`src/rtl/mem_wb_stage.sv`:
```
// Memory/writeback pipeline stage: load formatting, writeback select, 2-entry skid buffer, forwarding tap.
// Optional misaligned-load trap output enabled by defining MEM_WB_MISALIGN_TRAP_EN.
module mem_wb_stage #(
  parameter int DATA_W = 32,
  parameter int RA_W   = 5,
  parameter int CNT_W  = 32
) (
  input  logic              clk,
  input  logic              reset_n,
  input  logic              in_valid,
  output logic              in_ready,
  input  logic [RA_W-1:0]   in_rd,
  input  logic              in_reg_write,
  input  logic              in_rd_is_fp,
  input  logic [1:0]        in_wb_sel,
  input  logic [2:0]        in_funct3,
  input  logic [DATA_W-1:0] in_alu_result,
  input  logic [DATA_W-1:0] in_pc_plus4,
  input  logic [DATA_W-1:0] in_read_data,
  input  logic              flush,
  output logic              wb_valid,
  input  logic              wb_ready,
  output logic [RA_W-1:0]   wb_rd,
  output logic              wb_we_int,
  output logic              wb_we_fp,
  output logic [DATA_W-1:0] wb_data,
`ifdef MEM_WB_MISALIGN_TRAP_EN
  output logic              misalign_trap,
`endif
  output logic              fwd_valid,
  output logic [RA_W-1:0]   fwd_rd,
  output logic              fwd_is_fp,
  output logic [DATA_W-1:0] fwd_data,
  output logic [CNT_W-1:0]  retire_count
);

  typedef struct packed {
    logic [RA_W-1:0]   rd;
    logic              is_fp;
    logic              we_int;
    logic              we_fp;
`ifdef MEM_WB_MISALIGN_TRAP_EN
    logic              trap;
`endif
    logic [DATA_W-1:0] data;
  } entry_t;

  function automatic logic [DATA_W-1:0] load_extract(input logic [2:0] f3,
                                                     input logic [DATA_W-1:0] w);
    case (f3)
      3'b000:  return {{(DATA_W-8){w[7]}}, w[7:0]};
      3'b001:  return {{(DATA_W-16){w[15]}}, w[15:0]};
      3'b010:  return w;
      3'b100:  return {{(DATA_W-8){1'b0}}, w[7:0]};
      3'b101:  return {{(DATA_W-16){1'b0}}, w[15:0]};
      default: return '0;
    endcase
  endfunction

  function automatic logic [DATA_W-1:0] wb_select(input logic [1:0] sel,
                                                  input logic [DATA_W-1:0] alu,
                                                  input logic [DATA_W-1:0] ld,
                                                  input logic [DATA_W-1:0] link);
    case (sel)
      2'b00:   return alu;
      2'b01:   return ld;
      2'b10:   return link;
      default: return '0;
    endcase
  endfunction

  entry_t             in_e, h_q, h_d, s_q, s_d;
  logic               h_vld_q, h_vld_d, s_vld_q, s_vld_d;
  logic [CNT_W-1:0]   cnt_q, cnt_d;
  logic               accept, drain, mis;

  // Incoming instruction is fully formatted before capture
  always_comb begin
    mis = 1'b0;
`ifdef MEM_WB_MISALIGN_TRAP_EN
    if (in_wb_sel == 2'b01) begin
      case (in_funct3)
        3'b001, 3'b101: mis = in_alu_result[0];
        3'b010:         mis = (in_alu_result[1:0] != 2'b00);
        default:        mis = 1'b0;
      endcase
    end
    in_e.trap   = mis;
`endif
    in_e.rd     = in_rd;
    in_e.is_fp  = in_rd_is_fp;
    in_e.we_int = in_reg_write & ~in_rd_is_fp & (in_rd != '0) & ~mis;
    in_e.we_fp  = in_reg_write & in_rd_is_fp & ~mis;
    in_e.data   = wb_select(in_wb_sel, in_alu_result,
                            load_extract(in_funct3, in_read_data), in_pc_plus4);
  end

  assign in_ready = ~s_vld_q;
  assign accept   = in_valid & in_ready;
  assign drain    = h_vld_q & wb_ready;

  // Skid occupancy: S only fills while H is stalled, and always refills H first
  always_comb begin
    h_d     = h_q;
    s_d     = s_q;
    h_vld_d = h_vld_q;
    s_vld_d = s_vld_q;
    cnt_d   = cnt_q + CNT_W'(drain);
    if (flush) begin
      h_vld_d = 1'b0;
      s_vld_d = 1'b0;
    end else if (!h_vld_q) begin
      if (accept) begin
        h_d     = in_e;
        h_vld_d = 1'b1;
      end
    end else if (drain) begin
      if (s_vld_q) begin
        h_d     = s_q;
        s_vld_d = 1'b0;
      end else if (accept) begin
        h_d = in_e;
      end else begin
        h_vld_d = 1'b0;
      end
    end else if (accept) begin
      s_d     = in_e;
      s_vld_d = 1'b1;
    end
  end

  always_ff @(posedge clk or negedge reset_n) begin
    if (!reset_n) begin
      h_q     <= '0;
      s_q     <= '0;
      h_vld_q <= 1'b0;
      s_vld_q <= 1'b0;
      cnt_q   <= '0;
    end else begin
      h_q     <= h_d;
      s_q     <= s_d;
      h_vld_q <= h_vld_d;
      s_vld_q <= s_vld_d;
      cnt_q   <= cnt_d;
    end
  end

  assign wb_valid     = h_vld_q;
  assign wb_rd        = h_q.rd;
  assign wb_we_int    = h_vld_q & h_q.we_int;
  assign wb_we_fp     = h_vld_q & h_q.we_fp;
  assign wb_data      = h_q.data;
`ifdef MEM_WB_MISALIGN_TRAP_EN
  assign misalign_trap = h_vld_q & h_q.trap;
`endif
  assign fwd_valid    = h_vld_q & (h_q.we_int | h_q.we_fp);
  assign fwd_rd       = h_q.rd;
  assign fwd_is_fp    = h_q.is_fp;
  assign fwd_data     = h_q.data;
  assign retire_count = cnt_q;

endmodule

```
`config.mk`:
```
export PLATFORM = sky130hd
export DESIGN_NAME = mem_wb_stage
export DESIGN_NICKNAME = d
export VERILOG_FILES = /design/src/rtl/mem_wb_stage.sv
export SDC_FILE = /design/constraint.sdc
export NUM_CORES = 1
export LEC_CHECK = 0
export CAP_MARGIN = 20
export CORE_UTILIZATION = 41
export DETAILED_ROUTE_END_ITERATION = 12
export PLACE_DENSITY = 0.78
export REMOVE_ABC_BUFFERS = 1
export SKIP_LAST_GASP = 1
export SYNTH_ARGS = -nofsm -noshare
export SYNTH_HDL_FRONTEND = slang
export SYNTH_SLANG_ARGS = --single-unit
```
`constraint.sdc`:
```
create_clock -name clk -period 1.9 [get_ports clk]
set_clock_uncertainty 0.1 [all_clocks]
set_input_delay 0.285 -clock clk [delete_from_list [all_inputs] [get_ports clk]]
set_output_delay 0.285 -clock clk [all_outputs]
set_load 0.05 [all_outputs]
```
==> metrics, run 1 <==
routability cong. between 0.8 and 0.9; max_cap viols 0; syn avg cell area between 10 and 15 um^2; LEAKAGE around 3.8 nW; DP Wirelength 12,900 um; core area 0.0151 mm^2; ranking of synthesized cells by area dfrtp_1, buf_4, a21oi_1, mux2i_1, xnor2_1; DRT Wirelength 17,900 um; Area growth syn-to-layout 39.6%; Placed Area approximately 0.0083 mm^2; Seq/Total Area, Yosys 45.0%; CTS Buf Count 17; Post-synth EDFFs 0; Finished Layout Cells 985; top_reg_cell synth dfrtp_1; final instance area 0.00885 mm^2; RSZ-0062 raised after global routing yes; CP Data Required Time 1510 ps; path type of the worst setup path register to output port; unique cell type count in the Yosys netlist 45; worst min-delay path class input port to async pin; Flop pwr share around a third; status complete, no violations; remaining global-route overflow 0; DRC 0; Reg2Reg Setup Slack around 90 ps; vias in the first global route 5,551; Die X between 100 and 150 um; root buf cell clkbuf_16; fin crit share 97.3%; met1 Use GR between 20% and 30%; Tmin final between 1500 and 2000 ps; # diodes 0; met3 global-route usage under 10%; Final Max Slew Viols 0; CP arrival ~1500 ps; Clock power frac roughly a third; FMAX ~540 MHz; share of the synthesized area in the top cell type about 45%; worst-path fanout max 7; Hold Slack about 320 ps; Worst-path clk slew about 50 ps; Slew headroom 60.2%; drt via density 5.58; Detailed Routing Iterations Pass 1 5; delay-heaviest family, CP simple AND/OR/NAND/NOR gates; R2R cell count 7; I/O Pins 225; CP Buf/Inv Count 1; top-count cell post-synth dfrtp_1; Die Y 126 um; internal power 6.13 mW; largest net degree at the start of global routing 65; vias 5,495; sw frac between 30% and 40%; global routing usage on met2 a little under 40%; Worst setup EP type output port; Post-synth ARST share 100%; Max IR drop VDD just under 0.9 mV; post-route ant nets 0; Worst-Margin Slew 595 ps; mean routed wirelength per cell ~18 um; global-route wire length before repair 28,100 um; busiest grt layer met2; port bufs approximately 220; Clock Latency Late Sink ~410 ps; H-tree depth 4; Logic pwr share roughly a third; clk sinks approximately 110; Initial Util between 40% and 50%; # fillers approximately 1,200; Final Setup Violations 0; Die ar. roughly 0.016 mm^2; Site Rows 45; dpl ws -292 ps; reg-to-reg critical path startpoint wb_valid$_DFF_PN0_; CTS tree built; Syn Std Cell Area between 0.006 and 0.007 mm^2; CP cell instances and2_1 > or2_2 > buf_6; final hold viol count 0; r2r endpoint retire_count[22]$_DFF_PN0_; Inst Count DP approximately 950; Final WS setup 50.4 ps; layout cells sized above 1 27.2%; CP startpoint kind register; #FFs+latches synth between 100 and 150; initial antenna violation count 0; post-synthesis cell count approximately 610; largest area contributor in the netlist dfrtp_1; Pwr Density ~1100 mW/mm^2; Yosys warning total 0; CTS Buffer Depth 2; Commonest cells post-synth dfrtp_1, a21oi_1, buf_4, nor2_1, mux2i_1; Slowest cell on crit path dfrtp_2; Final Net Count 901; GR Util All Layers between 20% and 30%; Largest stage delay, worst path ~440 ps; Sw Pwr around 3.5 mW; Starting DRT DRC Count about 360
## metal layers
| metal | vias to the layer above | wire length [um] |
|---|---|---|
| met2 | 242 | 8980 |
| met4 | 0 | 382 |
| met5 | - | 0 |
| li1 | 2506 | - |
| met3 | 31 | 1330 |
| met1 | 2716 | 7200 |
## flip-flops by register name, indices dropped and copies added (netlist names)
name          flops
fwd_is_fp         1
s_q              40
s_vld_q           1
fwd_rd            5
wb_valid          1
retire_count     32
fwd_data         32
h_q               2
## logic make-up after synthesis
group / count (synthesis) / synth area share, %
mux: 50 / 8.31
flops: 114 / 45.0
simple gates: 125 / 10.6
buf+inv: 120 / 12.9
xor+xnor: 30 / 4.15
fa+ha+maj: 2 / 0.395
compound gates: 173 / 18.6
## what timing repair did
| item | CTS | global route |
|---|---|---|
| hold buffers | 1 | 0 |
| setup buffers | 0 | 0 |
| endpoints found under the hold margin | 114 | 0 |
| setup endpoints to repair | 12 | 23 |
| gates resized for setup | 12 | 4 |
## worst register-to-register path: stages, from the launching register on
cell,delay (ps)
dfrtp_2,440
and2_4,190
ha_1,200
ha_1,200
and3_1,190
buf_12,150
nand4_1,110
xnor2_1,150
## per-stage QoR
stage | setup TNS [ps] | total power [mW] | util (%)
2_1_floorplan | -126510 | 5.23 | -
3_3_place_gp | -13920 | 6.49 | 54.5
3_5_place_dp | -18450 | 6.62 | 54.5
4_1_cts | -5.43 | 9.71 | 58.3
5_1_grt | -27.6 | 10.0 | 58.4
6_report | 0 | 9.66 | 58.4
## area by class of cell
class,count,area (um^2),share of cell area (%)
inverters,2,7.51,0.0848
flip-flops and latches,114,2850,32.2
well taps,188,235,2.66
clock inverters,5,75.1,0.848
multi-input cells,380,2690,30.4
repair buffers,271,2480,28.1
clock buffers,25,505,5.71
## worst max path at each step
stage                                   from                    endpoint  slack [ps]  cells after the start
after floorplan           wb_valid$_DFF_PN0_         s_q[34]$_DFFE_PN0P_       -1920                      3
after global placement              wb_ready  retire_count[26]$_DFF_PN0_        -230                      8
after detailed placement            wb_ready  retire_count[26]$_DFF_PN0_        -290                      8
after CTS                 wb_valid$_DFF_PN0_                   fwd_valid          -5                      3
after global routing      wb_valid$_DFF_PN0_  retire_count[26]$_DFF_PN0_         -20                      7
final                     wb_valid$_DFF_PN0_                   fwd_valid          50                      3
## power by group through the flow
stage / combinational, mW / sequential [mW] / clock, mW
6_report: 3.27 / 3.28 / 3.11
5_1_grt: 3.44 / 3.33 / 3.28
4_1_cts: 3.28 / 3.27 / 3.16
3_5_place_dp: 3.31 / 3.31 / 0
3_3_place_gp: 3.23 / 3.26 / 0
2_1_floorplan: 0.697 / 4.53 / 0
## cell usage in the layout (no fill, tap or decap), types with 17 or more instances in the layout
cell / synthesis / layout
clkdlybuf4s50_1: 0 / 110
a21oi_1: 82 / 82
nor2_1: 53 / 52
mux2i_1: 32 / 32
mux2_2: 17 / 17
o22a_1: 24 / 24
clkbuf_16: 0 / 17
o32ai_1: 22 / 22
o22ai_1: 18 / 18
dfrtp_1: 114 / 113
xnor2_1: 28 / 28
buf_4: 79 / 133
Note: power is estimated with default switching activity, not from simulation.
==> inputs of run 2 (changes only) <==
--- a/config.mk
+++ b/config.mk
@@ -5,6 +5,7 @@
 export SDC_FILE = /design/constraint.sdc
 export NUM_CORES = 1
 export LEC_CHECK = 0
+export ABC_CLOCK_PERIOD_IN_PS = 1900
 export CAP_MARGIN = 20
 export CORE_UTILIZATION = 41
 export DETAILED_ROUTE_END_ITERATION = 12
==> results of run 2 <==
No change in the layout: final DEF, timing and power equal those of run 1.
==> inputs of run 3 (changes only) <==
--- a/config.mk
+++ b/config.mk
@@ -7,9 +7,9 @@
 export LEC_CHECK = 0
 export ABC_CLOCK_PERIOD_IN_PS = 1900
 export CAP_MARGIN = 20
-export CORE_UTILIZATION = 41
+export CORE_UTILIZATION = 40
 export DETAILED_ROUTE_END_ITERATION = 12
-export PLACE_DENSITY = 0.78
+export PLACE_DENSITY = 0.76
 export REMOVE_ABC_BUFFERS = 1
 export SKIP_LAST_GASP = 1
 export SYNTH_ARGS = -nofsm -noshare
==> run 3 against run 2 <==
Routed wire length decreased by 0.40%. Cell count is 1.9% higher. Register-to-register slack is essentially flat. Core utilization shrank 0.51 points. Critical path depth grew 1. Clock-buffer cell count decreased by 4. Clock power is 5% higher. Fmax fell by 0.47%. Worst setup slack worse by 8.8 ps. Highest routed layer unchanged.
==> metrics, run 3 (synthesized netlist as in run 1, its figures left out) <==
port bufs 224 (unchanged); reg-to-reg critical path startpoint wb_valid$_DFF_PN0_ (unchanged); Inst Count DP 971 (was 954); layout cells sized above 1 26.5% (was 27.2%); Worst-path clk slew 50 ps (about the same); Worst setup EP type output port (unchanged); FF+latch area 0.00285 mm^2 (about the same); largest net degree at the start of global routing 115 (was 65); vias in the first global route 5,573 (was 5,551); vias 5,396 (was 5,495); Clock power frac 33.2% (was 32.2%); CP cell instances buf_6 > and2_1 > or2_4 > buf_8 (was and2_1 > or2_2 > buf_6); commonest non-fill, non-tap cell in the layout buf_4 (unchanged); GR Util All Layers 22.1% (was 22.7%); core area 0.0153 mm^2 (was 0.0151 mm^2); H-tree depth 4 (unchanged); path type of the worst setup path register to output port (unchanged); CTS Buf Count 17 (unchanged); Final Setup Violations 0 (unchanged); status complete, no violations (unchanged); multi-input logic area 0.00269 mm^2 (about the same); r2r endpoint fwd_data[25]$_DFFE_PN0P_ (was retire_count[22]$_DFF_PN0_); Die X 128 um (was 126 um); DRT Wirelength 17,800 um (was 17,900 um); FMAX 538 MHz (was 541 MHz); post-layout power 9.78 mW (was 9.66 mW); DRC 0 (unchanged); CP startpoint kind register (unchanged); WP depth 4 (was 3); Sw Pwr 3.55 mW (was 3.53 mW); CP Buf/Inv Count 2 (was 1); CP Data Required Time 1510 ps (about the same); Worst-Margin Slew 599 ps (was 595 ps); CTS tree built (unchanged); commonest non-fill, non-tap cells in the layout buf_4, dfrtp_1, clkdlybuf4s50_1, a21oi_1, nor2_1 (unchanged); Largest register FFs 40 (unchanged); CP arrival 1470 ps (was 1460 ps); LEAKAGE 3.83 nW (was 3.85 nW); initial antenna violation count 0 (unchanged); post-route ant nets 0 (unchanged); crit path launch wb_valid$_DFF_PN0_ (unchanged); Initial Util 41.4% (was 41.8%); R2R cell count 6 (was 7); drt via density 5.37 (was 5.58); # fillers 1,340 (was 1,228); RSZ-0062 raised after global routing yes (unchanged); crit path to fwd_valid (unchanged); Die Y 128 um (was 126 um); max_cap viols 0 (unchanged); # diodes 0 (unchanged); worst min-delay path class input port to async pin (unchanged); sw frac 36.3% (was 36.5%); Slowest cell on crit path dfrtp_1 (was dfrtp_2); Hold Slack 400 ps (was 324 ps); Finished Layout Cells 1,004 (was 985); Pwr Density 1100 mW/mm^2 (was 1090 mW/mm^2); Final Net Count 895 (was 901); Reg2Reg Setup Slack 80 ps (was 90 ps); remaining global-route overflow 0 (unchanged); Die ar. 0.0164 mm^2 (was 0.0160 mm^2); Final Max Slew Viols 0 (unchanged); Flop pwr share 33.4% (was 34.0%); Logic pwr share 33.4% (was 33.9%); Area growth syn-to-layout 40.0% (was 39.6%); global-route wire length before repair 28,000 um (was 28,100 um); Clock Latency Late Sink 410 ps (about the same); fin crit share 97.8% (was 97.3%); Starting DRT DRC Count 241 (was 355); internal power 6.23 mW (was 6.13 mW); Tmin final 1860 ps (was 1850 ps); Site Rows 45 (unchanged); Max IR drop VDD 0.895 mV (was 0.883 mV); DP Wirelength 12,600 um (was 12,900 um); mean routed wirelength per cell 17.8 um (was 18.2 um); I/O Pins 225 (unchanged); routability cong. 0.824 (was 0.839); CTS Buffer Depth 2 (unchanged); largest register by flop count s_q (unchanged); Slew headroom 60.1% (was 60.2%); worst-path fanout max 6 (was 7); Post CTS Setup Buffer Count 0 (unchanged); Detailed Routing Iterations Pass 1 4 (was 5); clk sinks 114 (unchanged); delay-heaviest family, CP flip-flops (was simple AND/OR/NAND/NOR gates); root buf cell clkbuf_16 (unchanged); Largest stage delay, worst path 390 ps (was 440 ps); final hold viol count 0 (unchanged)
==> run 3: worst min-delay path by stage <==
stage | startpoint | end | slack (ps) | depth (start not counted)
floorplan | reset_n | fwd_data[0]$_DFFE_PN0P_ | -110 | 0
global placement | reset_n | retire_count[3]$_DFF_PN0_ | 300 | 2
detailed placement | reset_n | retire_count[3]$_DFF_PN0_ | 320 | 2
CTS | retire_count[22]$_DFF_PN0_ | retire_count[22]$_DFF_PN0_ | 410 | 1
global route | retire_count[22]$_DFF_PN0_ | retire_count[22]$_DFF_PN0_ | 410 | 1
finish | reset_n | retire_count[12]$_DFF_PN0_ | 400 | 3
==> run 3: worst register-to-register path, stage by stage (launching register included) <==
cell	delay (ps)
dfrtp_1	390
buf_6	130
nor2b_2	180
or2_1	270
buf_12	180
o32ai_1	360
a21oi_1	80
==> run 3: metal layers <==
layer	track usage, %	wire (um)	up-vias
li1	-	-	2493
met1	25.9	7300	2645
met2	39.1	8960	235
met3	5.43	1340	23
met4	8.24	237	0
met5	0	0	-
==> run 3: power by group through the flow <==
stage | sequential, mW | combinational (mW) | clock [mW]
3_3_place_gp | 3.26 | 3.23 | 0
5_1_grt | 3.33 | 3.43 | 3.42
4_1_cts | 3.27 | 3.28 | 3.31
6_report | 3.27 | 3.27 | 3.25
3_5_place_dp | 3.30 | 3.29 | 0
2_1_floorplan | 4.53 | 0.697 | 0
==> run 3: layout make-up <==
type | count | area share, %
flip-flops and latches | 114 | 32.2
multi-input cells | 380 | 30.3
repair buffers | 265 | 27.7
clock buffers | 21 | 4.97
well taps | 211 | 2.98
clock inverters | 11 | 1.82
inverters | 2 | 0.0846
==> run 3: repair_timing <==
action | CTS | global route
gates resized for setup | 15 | 2
endpoints found under the hold margin | 114 | 0
hold buffers | 1 | 0
setup endpoints to repair | 13 | 9
cloned | 0 | 0
==> run 3: per-stage QoR <==
step	util, %	area [um^2]	worst slack, ps	setup TNS [ps]
floorplan	-	5530	-1920	-126510
global placement	53.9	8260	-292	-13640
detailed placement	53.9	8260	-335	-16520
CTS	57.9	8860	15.5	0
global route	57.9	8870	-10.2	-12.6
finish	57.9	8870	41.6	0
